===== config.mk =====
export PLATFORM = sky130hd
export DESIGN_NAME = regbus_arbiter_flat
export DESIGN_NICKNAME = d
export VERILOG_FILES = /design/src/rtl/regbus_pkg.sv /design/src/rtl/regbus_if.sv /design/src/rtl/regbus_req_latch.sv /design/src/rtl/regbus_arbiter.sv /design/src/flat_wrapper.sv
export SDC_FILE = /design/constraint.sdc
export NUM_CORES = 1
export LEC_CHECK = 0
export BUFFER_PORTS_ARGS = -buffer_cell sky130_fd_sc_hd__buf_2
export CAP_MARGIN = 5
export CORE_MARGIN = 2
export CORE_UTILIZATION = 43
export DETAILED_ROUTE_END_ITERATION = 10
export GPL_ROUTABILITY_DRIVEN = 0
export GPL_TIMING_DRIVEN = 0
export MAX_ROUTING_LAYER = met4
export PLACE_DENSITY = 0.71
export SLEW_MARGIN = 20
export SYNTH_ARGS = -nofsm -noshare
export SYNTH_HDL_FRONTEND = slang
export SYNTH_SLANG_ARGS = --single-unit

===== constraint.sdc =====
create_clock -name aclk -period 2.5 [get_ports aclk]
set_input_delay 0 -clock aclk [delete_from_list [all_inputs] [get_ports aclk]]
set_output_delay 0 -clock aclk [all_outputs]
set_load 0.005 [all_outputs]

===== src/rtl/regbus_pkg.sv =====
// Shared types and constants for the two-master register-bus arbiter.
// Latency: n/a (declarations only).
// Backpressure: n/a.
package regbus_pkg;

    // Arbiter sequencing: pick a requester, pulse the slave, wait for its ack.
    typedef enum logic [1:0] {
        ST_IDLE  = 2'd0,
        ST_ISSUE = 2'd1,
        ST_WAIT  = 2'd2
    } state_t;

    // Requester index.
    typedef logic [0:0] mst_t;
    localparam mst_t M0 = 1'b0;
    localparam mst_t M1 = 1'b1;

    // Transaction type of the granted request.
    typedef enum logic {
        OP_WR = 1'b0,
        OP_RD = 1'b1
    } op_t;

    // Read data returned with a timeout error ack; wide enough for DATA_W up to 64.
    localparam logic [63:0] ERR_RDATA = '0;

    // Width of the watchdog counter; TIMEOUT is limited to 1..65535.
    localparam int CNT_W = 16;

endpackage


===== src/rtl/regbus_if.sv =====
// Pulse-req/pulse-ack register-bus port with separate write and read strobes.
// Latency: n/a (wiring only).
// Backpressure: none; a request is held off only by withholding the ack.
interface regbus_if #(
    parameter int ADDR_W = 3,
    parameter int DATA_W = 32
);
    logic              wr_req;
    logic              rd_req;
    logic [ADDR_W-1:0] addr;
    logic [DATA_W-1:0] wdata;
    logic              wr_ack;
    logic              rd_ack;
    logic [DATA_W-1:0] rdata;
    logic              err;

    // Issuing side. err is only produced by the arbiter toward its requesters,
    // so the arbiter's own downstream port does not consume it.
    modport master (
        output wr_req, rd_req, addr, wdata,
        input  wr_ack, rd_ack, rdata
    );

    // Responding side.
    modport slave (
        input  wr_req, rd_req, addr, wdata,
        output wr_ack, rd_ack, rdata, err
    );
endinterface


===== src/rtl/regbus_req_latch.sv =====
// Per-master capture of request pulses into pending flags plus addr/wdata latches.
// Latency: a req pulse is visible as pending one cycle later.
// Backpressure: none; a new pulse on a pending flag overwrites the latched fields.
module regbus_req_latch #(
    parameter int ADDR_W = 3,
    parameter int DATA_W = 32
) (
    input  logic              clk,
    input  logic              rst,
    input  logic              wr_req,
    input  logic              rd_req,
    input  logic [ADDR_W-1:0] addr,
    input  logic [DATA_W-1:0] wdata,
    input  logic              clr_wr,
    input  logic              clr_rd,
    output logic              wr_pend,
    output logic              rd_pend,
    output logic [ADDR_W-1:0] addr_q,
    output logic [DATA_W-1:0] wdata_q
);

    // Pending flags: a fresh pulse wins over a same-cycle clear-on-grant.
    always_ff @(posedge clk) begin
        if (rst) begin
            wr_pend <= 1'b0;
            rd_pend <= 1'b0;
        end else begin
            if (wr_req)
                wr_pend <= 1'b1;
            else if (clr_wr)
                wr_pend <= 1'b0;
            if (rd_req)
                rd_pend <= 1'b1;
            else if (clr_rd)
                rd_pend <= 1'b0;
        end
    end

    // Address is shared by a same-cycle wr+rd pair; wdata only follows writes.
    always_ff @(posedge clk) begin
        if (rst) begin
            addr_q  <= '0;
            wdata_q <= '0;
        end else begin
            if (wr_req || rd_req)
                addr_q <= addr;
            if (wr_req)
                wdata_q <= wdata;
        end
    end

endmodule


===== src/rtl/regbus_arbiter.sv =====
// Round-robin share of one register-bus slave between two requesters, with watchdog.
// Latency: req -> master ack in 3 cycles when the slave acks in the issue cycle.
// Backpressure: one transaction at a time; a silent slave is cut off after TIMEOUT cycles.
module regbus_arbiter
    import regbus_pkg::*;
#(
    parameter int ADDR_W  = 3,
    parameter int DATA_W  = 32,
    parameter int TIMEOUT = 255
) (
    input  logic     aclk,
    input  logic     areset,
    regbus_if.slave  m0,
    regbus_if.slave  m1,
    regbus_if.master s
);

    localparam logic [CNT_W-1:0] TMO = CNT_W'(TIMEOUT);

    logic [1:0]        wr_pend;
    logic [1:0]        rd_pend;
    logic [ADDR_W-1:0] addr_q  [2];
    logic [DATA_W-1:0] wdata_q [2];
    logic [1:0]        clr_wr;
    logic [1:0]        clr_rd;

    state_t            state;
    mst_t              gnt;
    mst_t              rr_last;
    op_t               op;
    logic              cmpl;
    logic              hold;
    logic [CNT_W-1:0]  cnt;

    mst_t              sel;
    logic              sel_wr;
    logic              grant;
    logic              hit;
    logic              tmo;
    logic              fin;
    logic [CNT_W-1:0]  cnt_inc;

    regbus_req_latch #(.ADDR_W(ADDR_W), .DATA_W(DATA_W)) u_lat0 (
        .clk     (aclk),
        .rst     (areset),
        .wr_req  (m0.wr_req),
        .rd_req  (m0.rd_req),
        .addr    (m0.addr),
        .wdata   (m0.wdata),
        .clr_wr  (clr_wr[0]),
        .clr_rd  (clr_rd[0]),
        .wr_pend (wr_pend[0]),
        .rd_pend (rd_pend[0]),
        .addr_q  (addr_q[0]),
        .wdata_q (wdata_q[0])
    );

    regbus_req_latch #(.ADDR_W(ADDR_W), .DATA_W(DATA_W)) u_lat1 (
        .clk     (aclk),
        .rst     (areset),
        .wr_req  (m1.wr_req),
        .rd_req  (m1.rd_req),
        .addr    (m1.addr),
        .wdata   (m1.wdata),
        .clr_wr  (clr_wr[1]),
        .clr_rd  (clr_rd[1]),
        .wr_pend (wr_pend[1]),
        .rd_pend (rd_pend[1]),
        .addr_q  (addr_q[1]),
        .wdata_q (wdata_q[1])
    );

    // Arbitration: with both pending the master not served last wins; writes go before reads.
    always_comb begin
        logic [1:0] any;
        any = wr_pend | rd_pend;
        if (any == 2'b11)
            sel = (rr_last == M0) ? M1 : M0;
        else if (any[1])
            sel = M1;
        else
            sel = M0;
        sel_wr    = wr_pend[sel];
        grant     = (state == ST_IDLE) && !hold && (any != 2'b00);
        clr_wr[0] = grant && (sel == M0) && sel_wr;
        clr_rd[0] = grant && (sel == M0) && !sel_wr;
        clr_wr[1] = grant && (sel == M1) && sel_wr;
        clr_rd[1] = grant && (sel == M1) && !sel_wr;
    end

    // Completion detect: matching slave ack, or the watchdog reaching TIMEOUT (saturating).
    always_comb begin
        hit     = (op == OP_WR) ? s.wr_ack : s.rd_ack;
        cnt_inc = (cnt == {CNT_W{1'b1}}) ? cnt : cnt + 1'b1;
        tmo     = (state == ST_WAIT) && !cmpl && !hit && (cnt_inc >= TMO);
        fin     = (!cmpl && hit && ((state == ST_ISSUE) || (state == ST_WAIT))) || tmo;
    end

    // Sequencer: grant, one-cycle slave strobe, wait, then one completion cycle and one idle gap.
    always_ff @(posedge aclk) begin
        if (areset) begin
            state    <= ST_IDLE;
            gnt      <= M0;
            rr_last  <= M1;
            op       <= OP_WR;
            cmpl     <= 1'b0;
            hold     <= 1'b0;
            cnt      <= '0;
            s.wr_req <= 1'b0;
            s.rd_req <= 1'b0;
            s.addr   <= '0;
            s.wdata  <= '0;
        end else begin
            s.wr_req <= 1'b0;
            s.rd_req <= 1'b0;
            case (state)
                ST_IDLE: begin
                    hold <= 1'b0;
                    if (grant) begin
                        gnt      <= sel;
                        op       <= sel_wr ? OP_WR : OP_RD;
                        s.addr   <= addr_q[sel];
                        s.wdata  <= wdata_q[sel];
                        s.wr_req <= sel_wr;
                        s.rd_req <= !sel_wr;
                        state    <= ST_ISSUE;
                    end
                end
                ST_ISSUE: begin
                    cnt   <= '0;
                    cmpl  <= fin;
                    state <= ST_WAIT;
                end
                ST_WAIT: begin
                    if (cmpl) begin
                        cmpl    <= 1'b0;
                        rr_last <= gnt;
                        hold    <= 1'b1;
                        state   <= ST_IDLE;
                    end else begin
                        cmpl <= fin;
                        cnt  <= cnt_inc;
                    end
                end
                default: state <= ST_IDLE;
            endcase
        end
    end

    // Registered responses; the non-granted master sees all zeros.
    always_ff @(posedge aclk) begin
        if (areset) begin
            m0.wr_ack <= 1'b0;
            m0.rd_ack <= 1'b0;
            m0.err    <= 1'b0;
            m0.rdata  <= '0;
            m1.wr_ack <= 1'b0;
            m1.rd_ack <= 1'b0;
            m1.err    <= 1'b0;
            m1.rdata  <= '0;
        end else begin
            m0.wr_ack <= fin && (gnt == M0) && (op == OP_WR);
            m0.rd_ack <= fin && (gnt == M0) && (op == OP_RD);
            m0.err    <= fin && (gnt == M0) && tmo;
            m0.rdata  <= (fin && (gnt == M0) && (op == OP_RD))
                         ? (tmo ? ERR_RDATA[DATA_W-1:0] : s.rdata) : '0;
            m1.wr_ack <= fin && (gnt == M1) && (op == OP_WR);
            m1.rd_ack <= fin && (gnt == M1) && (op == OP_RD);
            m1.err    <= fin && (gnt == M1) && tmo;
            m1.rdata  <= (fin && (gnt == M1) && (op == OP_RD))
                         ? (tmo ? ERR_RDATA[DATA_W-1:0] : s.rdata) : '0;
        end
    end

endmodule


===== src/flat_wrapper.sv =====
// flat-port wrapper written by rule: the top's interface ports become plain ports
module regbus_arbiter_flat import regbus_pkg::*;
#(
    parameter int ADDR_W  = 3,
    parameter int DATA_W  = 32,
    parameter int TIMEOUT = 255
)
  (aclk, areset, m0_wr_req, m0_rd_req, m0_addr, m0_wdata, m0_wr_ack, m0_rd_ack, m0_rdata, m0_err, m1_wr_req, m1_rd_req, m1_addr, m1_wdata, m1_wr_ack, m1_rd_ack, m1_rdata, m1_err, s_wr_req, s_rd_req, s_addr, s_wdata, s_wr_ack, s_rd_ack, s_rdata);
  regbus_if #(.ADDR_W(ADDR_W), .DATA_W(DATA_W)) m0_i ();
  regbus_if #(.ADDR_W(ADDR_W), .DATA_W(DATA_W)) m1_i ();
  regbus_if #(.ADDR_W(ADDR_W), .DATA_W(DATA_W)) s_i ();
  input  logic aclk;
  input  logic areset;
  input wire logic [$bits(m0_i.wr_req)-1:0] m0_wr_req;
  input wire logic [$bits(m0_i.rd_req)-1:0] m0_rd_req;
  input wire logic [$bits(m0_i.addr)-1:0] m0_addr;
  input wire logic [$bits(m0_i.wdata)-1:0] m0_wdata;
  output wire logic [$bits(m0_i.wr_ack)-1:0] m0_wr_ack;
  output wire logic [$bits(m0_i.rd_ack)-1:0] m0_rd_ack;
  output wire logic [$bits(m0_i.rdata)-1:0] m0_rdata;
  output wire logic [$bits(m0_i.err)-1:0] m0_err;
  input wire logic [$bits(m1_i.wr_req)-1:0] m1_wr_req;
  input wire logic [$bits(m1_i.rd_req)-1:0] m1_rd_req;
  input wire logic [$bits(m1_i.addr)-1:0] m1_addr;
  input wire logic [$bits(m1_i.wdata)-1:0] m1_wdata;
  output wire logic [$bits(m1_i.wr_ack)-1:0] m1_wr_ack;
  output wire logic [$bits(m1_i.rd_ack)-1:0] m1_rd_ack;
  output wire logic [$bits(m1_i.rdata)-1:0] m1_rdata;
  output wire logic [$bits(m1_i.err)-1:0] m1_err;
  output wire logic [$bits(s_i.wr_req)-1:0] s_wr_req;
  output wire logic [$bits(s_i.rd_req)-1:0] s_rd_req;
  output wire logic [$bits(s_i.addr)-1:0] s_addr;
  output wire logic [$bits(s_i.wdata)-1:0] s_wdata;
  input wire logic [$bits(s_i.wr_ack)-1:0] s_wr_ack;
  input wire logic [$bits(s_i.rd_ack)-1:0] s_rd_ack;
  input wire logic [$bits(s_i.rdata)-1:0] s_rdata;
  assign m0_i.wr_req = m0_wr_req;
  assign m0_i.rd_req = m0_rd_req;
  assign m0_i.addr = m0_addr;
  assign m0_i.wdata = m0_wdata;
  assign m0_wr_ack = m0_i.wr_ack;
  assign m0_rd_ack = m0_i.rd_ack;
  assign m0_rdata = m0_i.rdata;
  assign m0_err = m0_i.err;
  assign m1_i.wr_req = m1_wr_req;
  assign m1_i.rd_req = m1_rd_req;
  assign m1_i.addr = m1_addr;
  assign m1_i.wdata = m1_wdata;
  assign m1_wr_ack = m1_i.wr_ack;
  assign m1_rd_ack = m1_i.rd_ack;
  assign m1_rdata = m1_i.rdata;
  assign m1_err = m1_i.err;
  assign s_wr_req = s_i.wr_req;
  assign s_rd_req = s_i.rd_req;
  assign s_addr = s_i.addr;
  assign s_wdata = s_i.wdata;
  assign s_i.wr_ack = s_wr_ack;
  assign s_i.rd_ack = s_rd_ack;
  assign s_i.rdata = s_rdata;
  regbus_arbiter #(.ADDR_W(ADDR_W), .DATA_W(DATA_W), .TIMEOUT(TIMEOUT)) u_core (.aclk(aclk), .areset(areset), .m0(m0_i), .m1(m1_i), .s(s_i));
endmodule

# Word level (Yosys, flattened, before mapping)
# Cells that the tools add are included.
# classes
n_mux	32
n_eq_ne	7
n_lt_le_gt_ge	3
n_reduce_logical	45
add_sub_neg	1
bitwise	9
# op_table
op	count
32-bit two-way mux	4
16-bit two-way mux	2
16-bit one-hot mux with 2 select lines	1
1-bit logical AND	21
1-bit two-way mux	17
16-bit by 1-bit adder with 16-bit output (second input constant)	1
16-bit equality test (second input constant)	1
16-bit by 8-bit greater-or-equal comparator with 1-bit output (second input constant)	1
2-bit nonzero test	7
2-bit AND reduction	5
3-bit two-way mux	3
1-bit inverter	7
2-bit one-hot mux with 3 select lines	1
2-bit equality test (second input constant)	2
1-bit logical NOT	4
1-bit logical OR	4
2-bit two-way mux	2
2-bit by 1-bit != test with 1-bit output (second input constant)	2
1-bit one-hot mux with 2 select lines	2
2-bit OR reduction	2
3-bit OR reduction	1
2-bit by 1-bit equality test with 1-bit output (second input constant)	1
2-bit greater-or-equal comparator (second input constant)	1
2-bit logical NOT	1
4 further kinds	4
# word_totals
out_inout_bits	107
elab_cells	124
regBits	204

# Logic depth before layout (Yosys ltp)
# Gate-level depths: netlist (run 1).
# depth
ltp_word	9
ltp_mapped	11
depth_no_buf	8

# Modules after synthesis
# Synthesis (run 1) repeated with hierarchy kept, for this count alone.
# unflattened
hier_cells	720
area_unflattened_um2	7394.6
# modules_own_cells
mod	cells_per_inst	n_inst	area_each_um2
regbus_arbiter	472	1	4737.0
regbus_req_latch	124	2	1328.8

# Worst setup path before layout (run 1)
# Ideal clock, no wire load.
# synth_path
path_type	register -> register
startpoint	register u_core.cnt[0]
endpoint	register u_core.m0.wr_ack
path_slack_ns	0.129
stages_incl_launch_ff	9
t_arrival_ns	2.235
setup_time_ns	0.135
t_required_ns	2.365
n_path_buf	1
cell_sequence	dfxtp_1 -> ha_1 -> and4_4 -> and4_4 -> buf_6 -> or3_1 -> a2111o_1 -> o31ai_4 -> a211oi_1
# synth_between
elab_chain_cells	7
# synth_rtl
element	line	source
start, declared	regbus_arbiter.sv:33	logic [CNT_W-1:0] cnt;
start signal, assigned	regbus_arbiter.sv:142	cnt <= cnt_inc;
16-bit by 1-bit adder with 16-bit output or 16-bit equality test (tied branches)	regbus_arbiter.sv:94	cnt_inc = (cnt == {CNT_W{1'b1}}) ? cnt : cnt + 1'b1;
16-bit two-way mux (*)	regbus_arbiter.sv:94	
16-bit by 8-bit greater-or-equal comparator with 1-bit output (*)	regbus_arbiter.sv:95	tmo = (state == ST_WAIT) && !cmpl && !hit && (cnt_inc >= TMO);
1-bit logical AND (*)	regbus_arbiter.sv:95	
1-bit logical OR (*)	regbus_arbiter.sv:96	fin = (!cmpl && hit && ((state == ST_ISSUE) || (state == ST_WAIT))) || tmo;
1-bit logical AND (*) (2 in series)	regbus_arbiter.sv:162	m0.wr_ack <= fin && (gnt == M0) && (op == OP_WR);
end, declared	regbus_if.sv:27	output wr_ack, rd_ack, rdata, err
# Every way passes the cells marked *; elsewhere a longest branch is shown, timed or not.
# A chain may end at the register's enable or synchronous reset.

# Final worst setup path (run 1)
# Same ends and word-level chain as after synthesis.

==> metrics.yaml, run 1 <==
synth_nets: 872
async_flop_share_pct: 0
globalRouteTotalUtil_pct: 23.64
die-height_um: 134.6
combPwrFrac_pct: 19.4
grt_max_degree: 15
critPathMaxFanout: 8
final_util_pct: 64.27
post-route-period-util_pct: 95.40
hp-class: "in -> reg"
cp-end-kind: "flop"
synth_top_area_share_pct: 55.67
p_per_area_nw_per_um2: 809.1
fin_skew_ps: 24.63
setup.worst_path.end: "u_core.m0.wr_ack"
synth_edf_count: 0
cap_violations: 0
start_util_pct: 44.08
reg2reg_slack_ps: 110
grt_pass1_vias: 6855
power_switching_uw: 2410
cp_cell_sequence: "ha_4 -> and4_4 -> and4_4 -> buf_6 -> or3_1 -> a2111o_1 -> o31ai_4 -> buf_6 -> a211oi_2"
cts_buffers: 22
ctsRootBufferMaster: "clkbuf_16"
cpPeakStageDelay_ps: 490
leakagePower_uw: 0.004814
synth_area_leaders: "dfxtp_1 56%, nor2_1 9.8%, mux2i_1 9.0%"
post-route-min-period_ps: 2385
synth_xor_area_share_pct: 0.5970
tns_ps: 0
ir_drop_mv: 0.6459
critPathLaunch: "u_core.cnt[0]"
vias: 6849
synth_fa_ha_area_share_pct: 0.6822
placeableCoreArea_um2: 16640
synth_area_um2: 7336
totalWireLength_um: 21330
area_growth_pct: 45.80
status: "finished, final reports clean"
cts_sinks: 204
slew-limit-headroom_pct: 38.97
grt_overflow_total: 0
cts_htree_levels: 1
drt_iter0_markers: 449
setup_ws_ps: 114.9
setup_viol: 0
timing.fmax_mhz: 419.3
ys_seq_area_share_pct: 55.67
r2r_cells: 9
ys.flop_type: "dfxtp_1"
worstSetupPathType: "reg -> reg"
preCtsSetupSlack_ps: -162.9
cts_tree: "done"
wl_per_cell_um: 15.78
synth_top_cell_by_area: "dfxtp_1"
synth_compound_area_share_pct: 11.82
grt_pass1_wl_um: 34070
cts_buffer_depth: 3
p_int_uw: 6243
insertion_delay_ps: 500
power_frac_clock_pct: 39.0
io_pins: 217
row_count: 47
hpwl_um: 14200
die_w_um: 134.6
crit_slowest_cell: "a2111o_1"
via_per_inst: 5.066
clkTransAtPathRegs_ps: 60
antenna_left: 0
worstSetupStartpointType: "flop"
nets: 1230
antenna_found_initial: 0
synthSimpleGateAreaFrac_pct: 18.16
diodes: 0
drive_gt1_share_pct: 25.35
firstDrtPassIters: 7
die-area_um2: 18120
tightest_slew_ps: 915.5
r2r-start: "u_core.cnt[0]"
ys_ff_latch: 204
netlist_instances: 758
synth_top_family_by_area: "simple AND/OR/NAND/NOR gates"
avgSynthCellArea_um2: 9.678
ys_warn_count: 0
ys_types: 49
post-route-drc-count: 0
worst_ep_required_time_ps: 2850
drv_slew: 0
hold_violations: 0
synthMuxAreaShare_pct: 9.159
numPortBuffers: 214
switching_share_pct: 27.85
power_frac_seq_pct: 41.6
r2r-end: "u_core.m0.wr_ack"
worstPathArrival_ps: 2740
[layout make-up]
type                       instances  area (µm²)
tap                              220       275.3
clock buffer                      31       675.6
inverter                          10       37.54
sequential                       204        4089
multi-input combinational        487        2990
buffer                            57       256.5
clock inverter                     9       105.1
fill                            1292        5947
timing repair buffer             334        2266
[registers in the layout (all words and copies together) (netlist names), 2 cells and up]
name                   cells
u_core.u_lat0.addr_q       3
u_core.m1.rdata           32
u_core.u_lat1.addr_q       3
u_core.u_lat1.wdata_q     32
u_core.s.addr              3
u_core.u_lat0.wdata_q     32
u_core.state               2
u_core.s.wdata            32
u_core.cnt                16
u_core.m0.rdata           32
[stage by stage]
stage | cells | hold slack, ps | power [µW] | cell area (µm²)
after CTS | 1348 | 9.087 | 8669 | 10650
final | 1352 | 19.23 | 8654 | 10700
after global placement | 1192 | 232.1 | 5109 | 8682
after floorplan | 758 | 117.4 | 4563 | 7336
after global routing | 1352 | 65.27 | 9045 | 10700
after detailed placement | 1192 | 242.1 | 5137 | 8682
[routing by layer]
metal  global-route usage, %  share of wire (%)
met1                   27.12                 42
met2                   42.46                 50
met3                   4.580                6.9
met4                   5.906                1.8
met5                       -                  0
[worst min path at each step]
stage,start,end,cells past startpoint
after floorplan,m0_rd_req,u_core.u_lat0.rd_pend,2
after global placement,m0_wdata[31],u_core.u_lat0.wdata_q[31],3
after detailed placement,m1_wdata[5],u_core.u_lat1.wdata_q[5],3
after CTS,areset,u_core.m1.err,4
after global routing,s_wr_ack,u_core.cmpl,4
final,m0_wr_req,u_core.u_lat0.wdata_q[31],3
[power groups by stage]
stage          combinational (µW)  sequential (µW)  clock [µW]
2_1_floorplan                 919             3640           0
3_3_place_gp                 1450             3650           0
3_5_place_dp                 1480             3660           0
4_1_cts                      1640             3600        3430
5_1_grt                      1850             3620        3580
6_report                     1680             3600        3370
[Yosys cell counts (all sizes together) (6+ instances only)]
master    n
a211oi    7
mux2i    66
a31oi     6
nand2b   34
clkbuf   42
a222oi   35
buf      15
nand4    10
o21ai    22
nor2    192
dfxtp   204
nor3      7
inv      10
a21oi    29
nand2    20
[kinds of logic (layout without fill, tap and decap cells)]
kind of cell,after synthesis,in the layout
AND/OR/NAND/NOR,293,293
adder cells (fa/ha/maj),4,4
flip-flops,204,204
buffers and inverters,67,441
multiplexers,67,67
XOR/XNOR,5,5
AO/OA/AOI/OAI,118,118
[worst max-delay path, delay by kind of cell (launching register included)]
kind | cells | cell delay [ps]
buffers and inverters | 2 | 280
and+or+nand+nor | 3 | 650
DFF | 1 | 360
AOI/OAI and AO/OA | 3 | 760
adders and majority gates | 1 | 180
[layout by cell type, fill, tap and decap left out, types with 10 or more instances in the layout]
cell / instances
a222oi_1: 35
clkbuf_16: 23
nand4_1: 10
a21oi_1: 27
nand2b_1: 34
nand2_1: 20
nor2_1: 192
mux2i_1: 66
inv_1: 10
o21ai_0: 21
dfxtp_1: 202
dlygate4sd3_1: 116
buf_2: 221
clkbuf_1: 42
[what timing repair did]
item	CTS	global route
buffers inserted	0	4
gates resized for setup	9	6
hold buffers	116	0
hold endpoints to repair	136	0
pin swaps	3	3
endpoints found under the setup margin	37	7
(Power assumes the default switching activity.)
==> run 2, diff against run 1 <==
BUFFER_PORTS_ARGS = -buffer_cell sky130_fd_sc_hd__buf_4   (was -buffer_cell sky130_fd_sc_hd__buf_2)
==> run 2 against run 1 <==
  * Register-to-register slack about the same
  * Die area did not move
  * Clock skew shrank 7.9 ps
  * Non-clock buffer count fell by 9
  * Via count grew 1.1%
  * Sequential cell count unchanged
  * Sequential share of layout area shrank 1.7 points
  * Count of clock-buffer cells in the layout down 2
  * Largest cell class unchanged
  * Utilization rose by 3.0 points
  * Routed wire length increased by 2.9%
  * Highest routed layer unchanged
  * Clock power grew 8.3%
  * Critical path depth down 1
==> metrics.yaml, run 2 (same netlist as run 1, synthesis figures left out) <==
totalWireLength_um: 21950
cts_buffer_depth: 3
grt_overflow_total: 0
preCtsSetupSlack_ps: -98.65
hold_violations: 0
wl_per_cell_um: 16.30
row_count: 47
p_per_area_nw_per_um2: 805.3
fin_skew_ps: 16.69
final_common_cell: "buf_4"
finalPower_uw: 9019
antenna_left: 0
firstDrtPassIters: 8
io_pins: 217
tightest_slew_ps: 904.6
final_util_pct: 67.30
hold_path_depth: 3
critPathMaxFanout: 8
multi_input_area_um2: 2988
vias: 6921
cts_buffers: 23
r2r-end: "u_core.m0.wr_ack"
numPortBuffers: 214
drive_gt1_share_pct: 25.33
insertion_delay_ps: 510
top_usage_layer: "met2"
grt_pass1_wl_um: 34250
worstSetupStartpointType: "flop"
mostFrequentLayoutCells: "217 x buf_4, 202 x dfxtp_1, 192 x nor2_1"
ctsRootBufferMaster: "clkbuf_16"
cts_sinks: 204
cap_violations: 0
status: "finished, final reports clean"
die-area_um2: 18120
fill_cells: 1245
ir_drop_mv: 0.6399
setup_ws_ps: 122.8
r2r-start: "u_core.cnt[0]"
grt_pass1_vias: 6826
worstPathArrival_ps: 2740
hp-class: "in -> reg"
globalRouteTotalUtil_pct: 24.09
drt_iter0_markers: 445
worst_ep_required_time_ps: 2860
holdWs_ps: 41.83
leakagePower_uw: 0.004875
timing.fmax_mhz: 420.7
die-height_um: 134.6
cts_htree_levels: 1
die_w_um: 134.6
hold-path-endpoint: "u_core.u_lat0.wdata_q[0]"
setup_viol: 0
worst_hold_startpoint: "m0_wr_req"
antenna_found_initial: 0
start_util_pct: 44.08
grt_use_met2_pct: 42.18
use_met1_pct: 28.09
grt_max_degree: 15
r2r_cells: 8
post-route-min-period_ps: 2377
fin_area_um2: 11200
post-route-drc-count: 0
ff_latch_area_um2: 4089
place_area_um2: 9218
post-route-period-util_pct: 95.09
rsz0062_at_grt: "false"
reg2reg_slack_ps: 120
drv_slew: 0
slew-limit-headroom_pct: 39.70
hpwl_um: 14270
clkTransAtPathRegs_ps: 60
placeableCoreArea_um2: 16640
cp-end-kind: "flop"
nets: 1222
use_met3_pct: 5.143
worstSetupPathType: "reg -> reg"
area_growth_pct: 52.67
via_per_inst: 5.142
cts_tree: "done"
==> run 2: changes by cell type in the layout (fill, tap and decap cells not counted), moves of 2 or more <==
cell,change
buf_2,-214
buf_4,+214
dlygate4sd3_1,-8
clkbuf_8,-4
bufinv_16,+3
a21oi_1,+2
a21oi_2,-2
clkbuf_1,+2
==> run 2: cell type report <==
type / instances / share of cell area [%]
Timing Repair Buffer: 325 / 24.20
Sequential cell: 204 / 36.51
Clock buffer: 29 / 5.608
Multi-Input combinational cell: 487 / 26.68
Antenna cell: 1 / 0.02234
Clock inverter: 13 / 1.922
Tap cell: 220 / 2.458
Buffer: 57 / 2.268
Inverter: 10 / 0.3352
==> run 2: critical path: stages, from the launching register on <==
cell and delay (ps):
dfxtp_4 360, ha_4 180, and4_4 170, and4_4 150, buf_6 130, or3_1 310
a2111o_1 490, o31ai_4 330, a211oi_2 120
==> run 2: layer usage <==
layer	vias to the layer above	wire length (µm)
li1	3345	-
met4	0	388
met1	3254	9077
met5	-	0
met2	294	10850
met3	28	1624
==> run 2: timing repair <==
| item | 4_1_cts | 5_1_grt |
|---|---|---|
| endpoints found under the setup margin | 27 | 36 |
| gates cloned | 0 | 0 |
| hold buffers | 108 | 0 |
| buffers inserted | 0 | 3 |
| pin swaps | 2 | 7 |
| resized for setup | 6 | 6 |
| endpoints found under the hold margin | 142 | 0 |
==> run 2: power breakdown <==
group | internal (µW) | leakage (µW) | switching, µW | total (µW)
clock | 2310 | 0.000411 | 1340 | 3650
combinational | 755 | 0.00280 | 1010 | 1760
sequential | 3470 | 0.00166 | 137 | 3610
total | 6540 | 0.00487 | 2480 | 9020
==> run 2: metrics by stage <==
stage               setup TNS (ps)  cells
floorplan                        0    758
finish                           0   1346
global placement            -158.6   1192
detailed placement          -409.4   1192
global route                     0   1345
CTS                              0   1342
==> run 2: worst max path at each step <==
stage / cells past startpoint / end / slack (ps) / start
after floorplan: 8 / u_core.m0.wr_ack / 130 / u_core.cnt[0]
after global placement: 11 / u_core.u_lat0.wr_pend / -70 / u_core.state[1]
after detailed placement: 11 / u_core.u_lat0.wr_pend / -100 / u_core.state[1]
after CTS: 8 / u_core.m0.wr_ack / 5 / u_core.cnt[0]
after global routing: 11 / u_core.u_lat0.wr_pend / 4 / u_core.state[0]
final: 8 / u_core.m0.wr_ack / 120 / u_core.cnt[0]
